**src/rtl/exu_div_seq_pkg.sv**
```systemverilog
// Shared EXU types for the divide sequencer.
// Decode packet and divider state encoding.
package swerv_types;

  localparam int DIV_WIDTH = 32;
  localparam int DIV_CNT_W = 5;

  typedef struct packed {
    logic valid;
    logic unsign;
    logic rem;
  } div_pkt_t;

  typedef enum logic [1:0] {
    IDLE = 2'd0,
    ITER = 2'd1,
    FIX  = 2'd2,
    DONE = 2'd3
  } div_state_e;

endpackage

```
**src/rtl/exu_div_seq_if.sv**
```systemverilog
// Decode/writeback side bundle of the divider.
// master = decode + writeback, slave = divider.
interface exu_div_seq_if #(
  parameter int WIDTH = 32
) ();
  import swerv_types::*;

  div_pkt_t           dp;
  logic [WIDTH-1:0]   dividend;
  logic [WIDTH-1:0]   divisor;
  logic               flush;
  logic               busy;
  logic               finish;
  logic [WIDTH-1:0]   out;

  modport master (
    output dp, dividend, divisor, flush,
    input  busy, finish, out
  );

  modport slave (
    input  dp, dividend, divisor, flush,
    output busy, finish, out
  );

endinterface

```
**src/rtl/exu_div_seq_step.sv**
```systemverilog
// One radix-2 restoring division iteration.
// Pure combinational; used both in ITER and in FIX.
module div_step #(
  parameter int WIDTH = 32
) (
  input  logic [WIDTH-1:0] rem,
  input  logic [WIDTH-1:0] q,
  input  logic [WIDTH-1:0] divisor_mag,
  output logic [WIDTH-1:0] rem_nxt,
  output logic [WIDTH-1:0] q_nxt
);

  logic [WIDTH:0] part;
  logic [WIDTH:0] trial;

  // rem stays below divisor_mag, so the top
  // bit of trial is the borrow/sign bit
  always_comb begin
    part  = {rem, q[WIDTH-1]};
    trial = part - {1'b0, divisor_mag};
    if (!trial[WIDTH]) begin
      rem_nxt = trial[WIDTH-1:0];
      q_nxt   = {q[WIDTH-2:0], 1'b1};
    end else begin
      rem_nxt = part[WIDTH-1:0];
      q_nxt   = {q[WIDTH-2:0], 1'b0};
    end
  end

endmodule

```
**src/rtl/exu_div_seq.sv**
```systemverilog
// Iterative M-extension divide/remainder unit.
// Restoring radix-2 with short-circuited special cases.
module exu_div_seq
  import swerv_types::*;
#(
  parameter int WIDTH = 32,
  parameter int CNT_W = 5
) (
  input  logic            clk,
  input  logic            rst,
  exu_div_seq_if.slave    dif
);

  localparam logic [WIDTH-1:0] SMIN =
    {1'b1, {(WIDTH-1){1'b0}}};
  localparam logic [CNT_W-1:0] LAST_ITER =
    CNT_W'(WIDTH-2);

  div_state_e       state_q, state_d;
  logic [CNT_W-1:0] count_q, count_d;
  logic [WIDTH-1:0] rem_q, rem_d;
  logic [WIDTH-1:0] quo_q, quo_d;
  logic [WIDTH-1:0] dvs_q, dvs_d;
  logic [WIDTH-1:0] out_q, out_d;
  logic             qneg_q, qneg_d;
  logic             rneg_q, rneg_d;
  logic             rsel_q, rsel_d;

  logic             sign_a, sign_b;
  logic [WIDTH-1:0] mag_a, mag_b;
  logic             div0, ovf, special;
  logic             can_acc, accept;
  logic [WIDTH-1:0] spec_res;
  logic [WIDTH-1:0] step_rem, step_quo;
  logic [WIDTH-1:0] q_fin, r_fin, fix_res;

  always_comb begin
    sign_a  = !dif.dp.unsign && dif.dividend[WIDTH-1];
    sign_b  = !dif.dp.unsign && dif.divisor[WIDTH-1];
    mag_a   = sign_a ? -dif.dividend : dif.dividend;
    mag_b   = sign_b ? -dif.divisor : dif.divisor;
    div0    = dif.divisor == '0;
    ovf     = !dif.dp.unsign && dif.dividend == SMIN &&
              dif.divisor == '1;
    special = div0 || ovf;
    can_acc = state_q == IDLE || state_q == DONE;
    accept  = can_acc && dif.dp.valid && !dif.flush;
    if (div0)
      spec_res = dif.dp.rem ? dif.dividend : '1;
    else
      spec_res = dif.dp.rem ? '0 : SMIN;
  end

  div_step #(.WIDTH(WIDTH)) u_step (
    .rem         (rem_q),
    .q           (quo_q),
    .divisor_mag (dvs_q),
    .rem_nxt     (step_rem),
    .q_nxt       (step_quo)
  );

  // FIX performs the final iteration so finish lands 33 cycles after issue
  always_comb begin
    q_fin   = qneg_q ? -step_quo : step_quo;
    r_fin   = rneg_q ? -step_rem : step_rem;
    fix_res = rsel_q ? r_fin : q_fin;
  end

  always_ff @(posedge clk) begin
    if (rst) state_q <= IDLE;
    else     state_q <= state_d;
  end

  always_comb begin
    state_d = state_q;
    case (state_q)
      IDLE: if (accept) state_d = special ? DONE : ITER;
      ITER: if (count_q == LAST_ITER) state_d = FIX;
      FIX:  state_d = DONE;
      DONE: begin
        if (accept) state_d = special ? DONE : ITER;
        else        state_d = IDLE;
      end
      default: state_d = IDLE;
    endcase
    if (dif.flush) state_d = IDLE;
  end

  always_comb begin
    dif.busy   = state_q == ITER || state_q == FIX;
    dif.finish = state_q == DONE;
    dif.out    = out_q;
  end

  always_comb begin
    count_d = count_q;
    rem_d   = rem_q;
    quo_d   = quo_q;
    dvs_d   = dvs_q;
    out_d   = out_q;
    qneg_d  = qneg_q;
    rneg_d  = rneg_q;
    rsel_d  = rsel_q;
    if (accept && special) begin
      out_d = spec_res;
    end else if (accept) begin
      count_d = '0;
      rem_d   = '0;
      quo_d   = mag_a;
      dvs_d   = mag_b;
      qneg_d  = sign_a ^ sign_b;
      rneg_d  = sign_a;
      rsel_d  = dif.dp.rem;
    end else if (!dif.flush && state_q == ITER) begin
      rem_d   = step_rem;
      quo_d   = step_quo;
      count_d = count_q + 1'b1;
    end else if (!dif.flush && state_q == FIX) begin
      out_d = fix_res;
    end
  end

  always_ff @(posedge clk) begin
    if (rst) begin
      count_q <= '0;
      rem_q   <= '0;
      quo_q   <= '0;
      dvs_q   <= '0;
      out_q   <= '0;
      qneg_q  <= 1'b0;
      rneg_q  <= 1'b0;
      rsel_q  <= 1'b0;
    end else begin
      count_q <= count_d;
      rem_q   <= rem_d;
      quo_q   <= quo_d;
      dvs_q   <= dvs_d;
      out_q   <= out_d;
      qneg_q  <= qneg_d;
      rneg_q  <= rneg_d;
      rsel_q  <= rsel_d;
    end
  end

endmodule
```
**src/flat_wrapper.sv**
```systemverilog
// flat-port wrapper written by rule: the top's interface ports become plain ports
module exu_div_seq_flat import swerv_types::*;
#(
  parameter int WIDTH = 32,
  parameter int CNT_W = 5
)
  (clk, rst, dif_dp, dif_dividend, dif_divisor, dif_flush, dif_busy, dif_finish, dif_out);
  exu_div_seq_if #(.WIDTH(WIDTH)) dif_i ();
  input  logic clk;
  input  logic rst;
  input wire logic [$bits(dif_i.dp)-1:0] dif_dp;
  input wire logic [$bits(dif_i.dividend)-1:0] dif_dividend;
  input wire logic [$bits(dif_i.divisor)-1:0] dif_divisor;
  input wire logic [$bits(dif_i.flush)-1:0] dif_flush;
  output wire logic [$bits(dif_i.busy)-1:0] dif_busy;
  output wire logic [$bits(dif_i.finish)-1:0] dif_finish;
  output wire logic [$bits(dif_i.out)-1:0] dif_out;
  assign dif_i.dp = dif_dp;
  assign dif_i.dividend = dif_dividend;
  assign dif_i.divisor = dif_divisor;
  assign dif_i.flush = dif_flush;
  assign dif_busy = dif_i.busy;
  assign dif_finish = dif_i.finish;
  assign dif_out = dif_i.out;
  exu_div_seq #(.WIDTH(WIDTH), .CNT_W(CNT_W)) u_core (.clk(clk), .rst(rst), .dif(dif_i));
endmodule
```
**config.mk**
```make
export PLATFORM = sky130hd
export DESIGN_NAME = exu_div_seq_flat
export DESIGN_NICKNAME = d
export VERILOG_FILES = /design/src/rtl/exu_div_seq_pkg.sv /design/src/rtl/exu_div_seq_if.sv /design/src/rtl/exu_div_seq_step.sv /design/src/rtl/exu_div_seq.sv /design/src/flat_wrapper.sv
export SDC_FILE = /design/constraint.sdc
export NUM_CORES = 1
export LEC_CHECK = 0
export ABC_AREA = 1
export ABC_CLOCK_PERIOD_IN_PS = 4460
export BUFFER_PORTS_ARGS = -buffer_cell sky130_fd_sc_hd__buf_2
export CORE_ASPECT_RATIO = 0.75
export CORE_MARGIN = 2
export CORE_UTILIZATION = 55
export DETAILED_ROUTE_END_ITERATION = 6
export HOLD_SLACK_MARGIN = 0.05
export PLACE_DENSITY = 0.8
export SETUP_SLACK_MARGIN = 0.1
export SYNTH_ARGS = -nofsm -noshare
export SYNTH_HDL_FRONTEND = slang
export SYNTH_SLANG_ARGS = --single-unit
```
**constraint.sdc**
```tcl
create_clock -name clk -period 4.46 [get_ports clk]
set_input_delay 0.223 -clock clk [delete_from_list [all_inputs] [get_ports clk]]
set_output_delay 0.223 -clock clk [all_outputs]
set_load 0.1 [all_outputs]
```
# Word level (Yosys, flattened, before mapping)
# Index checks and enable logic that the tools add are counted.
# word_totals
register_bits,138
input_bits,70
output_inout_bits,34
word_cells,75
# op_classes
add_sub_neg,6
n_eq_ne,10
n_mux,25
bitwise,2
n_reduce_logical,23
# op_table
cell,n
32-bit two-way mux,17
32-bit negator,4
"32-bit == test, second input constant",2
33-bit by 32-bit subtractor with 33-bit output,1
32-bit logical NOT,1
5-bit two-way mux,2
1-bit logical AND,9
2-bit two-way mux,4
2-bit case mux with 4 select lines,1
"2-bit by 1-bit inequality test with 1-bit output, second input constant",3
2-bit AND reduction,3
"5-bit by 1-bit adder with 5-bit output, second input constant",1
"5-bit == test, second input constant",1
"2-bit == test, second input constant",2
2-bit nonzero test,2
1-bit logical OR,3
3-bit AND reduction,1
"2-bit by 1-bit == test with 1-bit output, second input constant",1
1-bit logical NOT,2
2-bit logical NOT,1
"2-bit inequality test, second input constant",1
2-bit OR reduction,1
1-bit two-way mux,1
1-bit NOT,1
1-bit XOR,1

# Depth between registers and ports, before layout
# Gate-level depths: netlist (run 1).
# logic_depth
ltp_word,9
mapped_depth,32
depth_no_buf,31

# Cells and area by module
# From an unflattened synthesis (run 1), not the netlist that was laid out.
# unflattened
hier_cells,2492
hier_area_um2,13538.0
# modules_own_cells
mod,n_inst,cells_per_inst,area_per_inst_um2,seq_area_each_um2
exu_div_seq,1,1781,10154.7,2762.6
div_step,1,711,3383.2,0.0

# Least setup slack after synthesis (run 1)
# OpenSTA, ideal clock, no wires.
# synth_path
path_kind,register to register
start,reg u_core.quo_q[31]
end,reg u_core.out_q[30] (netlist: u_core.dif.out[30])
setup_time_ns,0.070
arrival_time_ns,3.988
required_time_ns,4.390
slack_ns,0.402
stages_incl_launch_ff,33
path_buffers,1
synth_period_minus_slack_ns,4.058
cell_sequence,dfxtp_1 inv_1 ha_1 fa_1 inv_1 nand2_1 nand2_1 nand3_1 nand2_2 nand2_2 nand2_2 nand2_2 nand2_2 nand2_4 nand2_4 buf_2 ha_1 inv_1 nor3_1 inv_1 nor4_1 nand2_1 inv_1 nand3_1 nand3b_1 o21ai_0 inv_1 a21oi_1 o21ai_0 a21o_1 nand2_1 nand2_1 a21oi_1
# synth_via
elab_chain_len,9
word_cells_on_any_way,12
cone_classes,add/sub (3); mux (9)
# synth_rtl
element,line,source
"start, declared",exu_div_seq.sv:22,"logic [WIDTH-1:0] quo_q, quo_d;"
"start signal, assigned",exu_div_seq.sv:136,quo_q <= quo_d;
33-bit by 32-bit subtractor with 33-bit output,exu_div_seq_step.sv:20,"trial = part - {1'b0, divisor_mag};"
1-bit two-way mux or 32-bit two-way mux (tied branches),exu_div_seq_step.sv:21,if (!trial[WIDTH]) begin
32-bit negator (on tied branches),"exu_div_seq.sv:64, exu_div_seq.sv:65",
32-bit two-way mux (on tied branches),"exu_div_seq.sv:64, exu_div_seq.sv:65",
32-bit two-way mux (*),exu_div_seq.sv:66,fix_res = rsel_q ? r_fin : q_fin;
32-bit two-way mux (*),exu_div_seq.sv:118,end else if (!dif.flush && state_q == FIX) begin
32-bit two-way mux (*),exu_div_seq.sv:114,end else if (!dif.flush && state_q == ITER) begin
32-bit two-way mux (*),exu_div_seq.sv:106,end else if (accept) begin
32-bit two-way mux (*),exu_div_seq.sv:104,if (accept && special) begin
"end signal, assigned",exu_div_seq.sv:138,out_q <= out_d;
"end, declared",exu_div_seq.sv:24,"logic [WIDTH-1:0] out_q, out_d;"
# Mark *: on every way between the ends. The rest lies on a longest branch, timed or not. The select of a mux whose other input is x is not followed.
# A chain may end at the register's enable or synchronous reset.

# Worst setup path in the final report (run 1)
# layout_path
start,reg u_core.dvs_q[27]
end,reg u_core.out_q[30] (netlist: u_core.dif.out[30])
# layout_via
elab_chain_len,9
word_cells_on_any_way,12
cone_classes,add/sub (3); mux (9)
# layout_rtl
element,line,source
"start, declared",exu_div_seq.sv:23,"logic [WIDTH-1:0] dvs_q, dvs_d;"
"start signal, assigned",exu_div_seq.sv:137,dvs_q <= dvs_d;
33-bit by 32-bit subtractor with 33-bit output (*),exu_div_seq_step.sv:20,
1-bit two-way mux or 32-bit two-way mux (tied branches),exu_div_seq_step.sv:21,
32-bit negator (on tied branches),"exu_div_seq.sv:64, exu_div_seq.sv:65",
32-bit two-way mux (on tied branches),"exu_div_seq.sv:64, exu_div_seq.sv:65",
32-bit two-way mux (*),exu_div_seq.sv:66,
32-bit two-way mux (*),exu_div_seq.sv:118,
32-bit two-way mux (*),exu_div_seq.sv:114,
32-bit two-way mux (*),exu_div_seq.sv:106,
32-bit two-way mux (*),exu_div_seq.sv:104,
# Marks and branches as above.

==> metrics.txt, run 1 <==
Final Wtd Congestion=a little under 1; row cnt=47; Final setup viols=0; die area=23,600 um^2; count leader, synth=nand2_1; chip width=approximately 180 um; TNS Setup=0 ns; share of layout cells above drive strength 1=11.7%; Main synth FF type=dfxtp_1; post-synthesis cell type count=52; CP max-delay cell=ha_1; DRT iter0 DRCs=2,183; area growth from synthesis to layout=11.3%; # clock sinks=around 140; largest net degree at the start of global routing=54; Non-Filler Instances=2,476; synth cell count leaders=nand2_1, inv_1, a21oi_1; CTS Buf Count=17; Synth Warn #=0; Tot Pwr=4.95 mW; initial antenna violation count=0; Ports=104; worst setup path start=u_core.dvs_q[27]; CP delay by family, top=simple AND/OR/NAND/NOR gates; Post-route DRC=0; worst clock skew=0.00735 ns; Initial Util=~56%; worst r2r path cells=27; Setup crit end kind=register; flop2flop setup slack=0.33 ns; FF-to-FF Start=u_core.dvs_q[27]; vias per cell=just under 6; total wire length=43,900 um; drt pass-1 iters=6; clock tree from TritonCTS=done; Cells after Synth=~2,100; ys async rst share=0%; syn_area_per_cell=5.86 um^2; first-pass GRT wire length=69,100 um; CP Data Required Time=4.84 ns; final slew viol count=0; Synthesized Nets=2,214; Clk pin slew, worst setup/hold paths=0.06 ns; Worst Setup Start Kind=register; maximum clock rate=242 MHz; Core Box Area=22,000 um^2; Worst Path Buf+Inv=5; root buf cell=clkbuf_16; Area contributors post-synth=dfxtp_1, nand2_1, inv_1; ANT nets after route=0; CP most frequent cell=nand2_1; RSZ-0062 raised after global routing=true; Period minus WS final=4.13 ns; EDFF count, synth=0; Via Count=between 10,000 and 15,000; Crit Reg-Reg Endpoint=u_core.dif.out[30]; Worst Path Arrival=4.51 ns; die height=134 um; Cells after DPL=2,440; sequential share of the synthesized area=~22%; clk_lat worst skew=0.45 ns; Final Cycle Share=92.6%; CTS Hold Bufs=0; dpl hpwl=33,700 um; Yosys reg bits=138; Util after Layout=between 60% and 70%; clk buf depth=2; setup ws final=~0.33 ns; status=finished, final reports clean; Slew HR=8.69%; delay of the slowest critical-path stage=0.37 ns; Post-Synthesis Cell Area=12,300 um^2; FILL cells=2,165; IO Port Bufs=103; Final nets=between 2,000 and 2,500; post-detailed-route wirelength per cell=17.7 um; Worst Tran Pin Value=approximately 1.4 ns; area leader, netlist=dfxtp_1; Pleak=6.80 nW; Synth top area share=22.5%; Total GRT Usage=37.3%; critical path class=register to register; hold crit path type=input port to register; Max-cap violations=0; Crit path depth=27; PD cells=361 nW/um^2; final hold vios=0; CP endpoint=u_core.dif.out[30]; Crit Path Max Fanout=5; grt total ovfl=0; Clock H-tree levels=4; vias in the first global route=12,800; pre-CTS WS=0.127 ns; Peak VDD IR=about 0.00034 V
registers in the layout (all words and copies together), names as in the netlist:
register / flops
u_core.dif.out: 32
u_core.dvs_q: 32
u_core.quo_q: 32
u_core.rem_q: 32
u_core.count_q: 5
u_core.state_q: 2
u_core.qneg_q: 1
u_core.rneg_q: 1
u_core.rsel_q: 1
cell type report:
type / instances / area (um^2) / share of cell area [%]
repair buffers: 128 / 703 / 5.13
inverters: 287 / 1080 / 7.91
clock inverters: 13 / 175 / 1.28
multi-input cells: 1596 / 8160 / 59.6
flip-flops and latches: 138 / 2760 / 20.2
well taps: 294 / 368 / 2.69
clock buffers: 19 / 443 / 3.23
diodes: 1 / 2.50 / 0.0183
per-layer routing:
layer / vias to the layer above / global-route usage (%) / share of wire, %
li1: 7046 / - / -
met1: 6692 / 55.7 / 45
met2: 758 / 54.0 / 41
met3: 71 / 8.42 / 12
met4: 0 / 9.14 / 1.7
met5: - / 0 / 0
cells by family (layout without fill, tap and decap cells):
family          Yosys count  after routing  synth area share [%]
buf+inv                 365            447                  11.9
simple gates           1041           1041                  37.3
other cells               0              1                     0
xor+xnor                 43             43                  3.06
flops                   138            138                  22.5
compound gates          467            467                  20.6
fa+ha+maj                45             45                  4.64
worst min-delay path by stage:
stage | startpoint | endpoint | slack [ns] | cells past startpoint
6_report | dif_dividend[4] | u_core.quo_q[4] | 0.11 | 4
3_5_place_dp | u_core.dvs_q[18] | u_core.dvs_q[18] | 0.48 | 2
5_1_grt | dif_dividend[4] | u_core.quo_q[4] | 0.11 | 4
4_1_cts | dif_dividend[4] | u_core.quo_q[4] | 0.1 | 4
2_1_floorplan | dif_divisor[31] | u_core.dvs_q[31] | 0.37 | 2
3_3_place_gp | u_core.dvs_q[26] | u_core.dvs_q[26] | 0.47 | 2
worst min-delay path: stages:
cell,delay (ns)
buf_2,0.09
nand2_1,0.05
nand3_1,0.07
a31oi_1,0.08
power breakdown:
part / internal [mW] / leakage (nW) / switching [mW]
sequential: 1.30 / 1.12 / 0.0613
clock: 0.944 / 0.295 / 0.601
combinational: 0.591 / 5.38 / 1.45
stage by stage:
stage	hold slack (ns)	area (um^2)
2_1_floorplan	0.369	12300
3_3_place_gp	0.467	13000
3_5_place_dp	0.476	13000
4_1_cts	0.0972	13600
5_1_grt	0.114	13700
6_report	0.109	13700
timing repair:
action,CTS,global route
pin swaps,0,7
endpoints found under the hold margin,0,0
setup buffers,0,3
resized for setup,1,21
endpoints found under the setup margin,1,13
placed cells by master (no fill, tap or decap), types with 42 or more instances in the layout:
cell	count
o22ai_1	42
inv_1	273
nand2_1	569
ha_1	43
a21oi_1	191
dfxtp_1	137
o21ai_0	130
nand3_1	134
buf_2	103
nor2_1	166
Power figures use the tool's default switching activity.
==> run 2, diff against run 1 <==
- ABC_CLOCK_PERIOD_IN_PS: 4460 -> 3600
- CORE_MARGIN: 2 -> not set
- PLACE_DENSITY: 0.8 -> 0.83
- clock period: 4.46 -> 3.6 ns (I/O delays scaled with it)
==> metrics.txt, run 2 (synthesis gave the netlist of run 1 again) <==
delay of the slowest critical-path stage=0.34 ns (was 0.37 ns); Core Box Area=21,500 um^2 (was 22,000 um^2); Util after Layout=73.4% (was 62.3%); Initial Util=57.1% (was 55.9%); Clock H-tree levels=4 (unchanged); status=finished with violations (was finished, final reports clean); Crit Path Max Fanout=3 (was 5); ANT nets after route=0 (unchanged); Non-Filler Instances=2,693 (was 2,476); Final Wtd Congestion=0.975 (was 0.984); CP Data Required Time=3.98 ns (was 4.84 ns); Total GRT Usage=41.0% (was 37.3%); # clock sinks=138 (unchanged); CP most frequent cell=inv_2 (was nand2_1); Sw Share=42.2% (was 42.8%); grt total ovfl=0 (unchanged); CP max-delay cell=fa_2 (was ha_1); clk_lat worst skew=0.45 ns (about the same); Sequential Power Share=24.8% (was 27.5%); post-detailed-route wirelength per cell=18.0 um (was 17.7 um); Setup crit end kind=register (unchanged); largest net degree at the start of global routing=65 (was 54); WL met1=20,700 um (was 19,900 um); Worst Path Arrival=4.21 ns (was 4.51 ns); Ports=104 (unchanged); drt pass-1 iters=6 (unchanged); chip width=175 um (was 177 um); combinational power share=46.3% (was 41.3%); worst clock skew=0.0131 ns (was 0.00735 ns); die height=132 um (was 134 um); Hold WS=0.0752 ns (was 0.109 ns); critical path class=register to register (unchanged); CTS Buf Count=17 (unchanged); failing checks=negative setup slack; vias per cell=5.89 (was 5.88); dpl hpwl=36,000 um (was 33,700 um); Pint=3.94 mW (was 2.83 mW); row cnt=46 (was 47); Clk pin slew, worst setup/hold paths=0.07 ns (was 0.06 ns); FF-to-FF Start=u_core.quo_q[31] (was u_core.dvs_q[27]); Pleak=7.97 nW (was 6.80 nW); Cells after DPL=2,620 (was 2,440); total wire length=48,600 um (was 43,900 um); setup ws final=-0.231 ns (was 0.328 ns); clock tree from TritonCTS=done (unchanged); Via Count=15,900 (was 14,600); Max-cap violations=0 (unchanged); Post-route DRC=0 (unchanged); root buf cell=clkbuf_16 (unchanged); routed wl met2=20,700 um (was 18,000 um); hold_sp=dif_dividend[26] (was dif_dividend[4]); clock power share=28.8% (was 31.2%); Worst Tran Pin Value=0.815 ns (was 1.36 ns); DRT iter0 DRCs=2,290 (was 2,183); commonest non-fill, non-tap cells in the layout=nand2_1, inv_1, buf_4 (was nand2_1, inv_1, a21oi_1); final hold vios=0 (unchanged); sw power=2.88 mW (was 2.12 mW); initial antenna violation count=2 (was 0); Final nets=2,506 (was 2,283); share of layout cells above drive strength 1=22.2% (was 11.7%); Peak VDD IR=0.000461 V (was 0.000339 V); vias in the first global route=14,200 (was 12,800); Period minus WS final=3.83 ns (was 4.13 ns); worst setup path start=u_core.quo_q[31] (was u_core.dvs_q[27]); hold crit path type=input port to register (unchanged); RSZ-0062 raised after global routing=true (unchanged); area growth from synthesis to layout=28.4% (was 11.3%); PD cells=432 nW/um^2 (was 361 nW/um^2); Highest Signal Layer=met5 (was met4); clk buf depth=2 (unchanged); met3 wire length=5660 um (was 5260 um); commonest non-fill, non-tap cell in the layout=nand2_1 (unchanged); die area=23,000 um^2 (was 23,600 um^2); Worst Setup Start Kind=register (unchanged); first-pass GRT wire length=74,200 um (was 69,100 um); Slew HR=45.6% (was 8.69%); Final Cycle Share=106% (was 92.6%); Final setup viols=21 (was 0); IO Port Bufs=103 (unchanged); final slew viol count=0 (unchanged); maximum clock rate=261 MHz (was 242 MHz); CTS Hold Bufs=0 (unchanged); FILL cells=1,861 (was 2,165)
run 2: changes by cell type in the layout (fill, tap and decap cells not counted), sizes merged:
cell,before,now
inv,283,285
clkbuf,19,18
clkinv,9,11
clkinvlp,4,1
buf,128,351
run 2: cell type report:
| cell class | count | area (um^2) | share of cell area (%) |
|---|---|---|---|
| inverters | 287 | 1090 | 6.88 |
| clock inverters | 14 | 195 | 1.24 |
| repair buffers | 351 | 2470 | 15.6 |
| multi-input cells | 1596 | 8480 | 53.7 |
| clock buffers | 18 | 439 | 2.78 |
| flip-flops and latches | 138 | 2770 | 17.5 |
| diodes | 1 | 2.50 | 0.0158 |
| well taps | 288 | 360 | 2.28 |
run 2: worst paths after layout:
kind	depth (start not counted)	slack, ns	to
setup / recovery	31	-0.23	u_core.dif.out[30]
hold / removal	4	0.08	u_core.quo_q[26]
setup reg to reg	31	-0.23	u_core.dif.out[30]
hold reg to reg	1	0.49	u_core.count_q[0]
run 2: per-stage QoR:
stage          cell area [um^2]  TNS (ns)  setup WS, ns  power, mW
6_report                  15800     -2.36        -0.231       6.82
5_1_grt                   15800     -7.39        -0.434       7.15
4_1_cts                   15500    -0.124       -0.0574       6.51
3_5_place_dp              14500     -1.35        -0.296       4.45
3_3_place_gp              14500    -0.820        -0.213       4.41
2_1_floorplan             12400    -0.314        -0.142       3.49
run 2: worst max-delay path, delay by kind of cell (launching register included):
family / cells / cell delay (ns)
compound gates: 5 / 0.73
fa+ha+maj: 3 / 0.63
buf+inv: 6 / 0.40
flops: 1 / 0.33
simple gates: 17 / 1.66
run 2: power groups by stage:
stage | registers, mW | logic, mW | clock network (mW)
finish | 1.69 | 3.16 | 1.97
global route | 1.70 | 3.42 | 2.03
CTS | 1.68 | 2.87 | 1.95
detailed placement | 1.72 | 2.73 | 0
global placement | 1.72 | 2.69 | 0
floorplan | 1.78 | 1.70 | 0
run 2: layer usage:
layer  vias to the layer above  GRT usage [%]
li1                       7475              -
met5                         -              0
met2                       984           61.9
met1                      7259           57.2
met4                         2           14.4
met3                       135           8.77
run 2: timing repair:
item | in CTS | in global routing
pin swaps | 27 | 21
gates cloned | 0 | 0
gates resized for setup | 33 | 55
buffers inserted | 27 | 17
setup endpoints to repair | 20 | 27
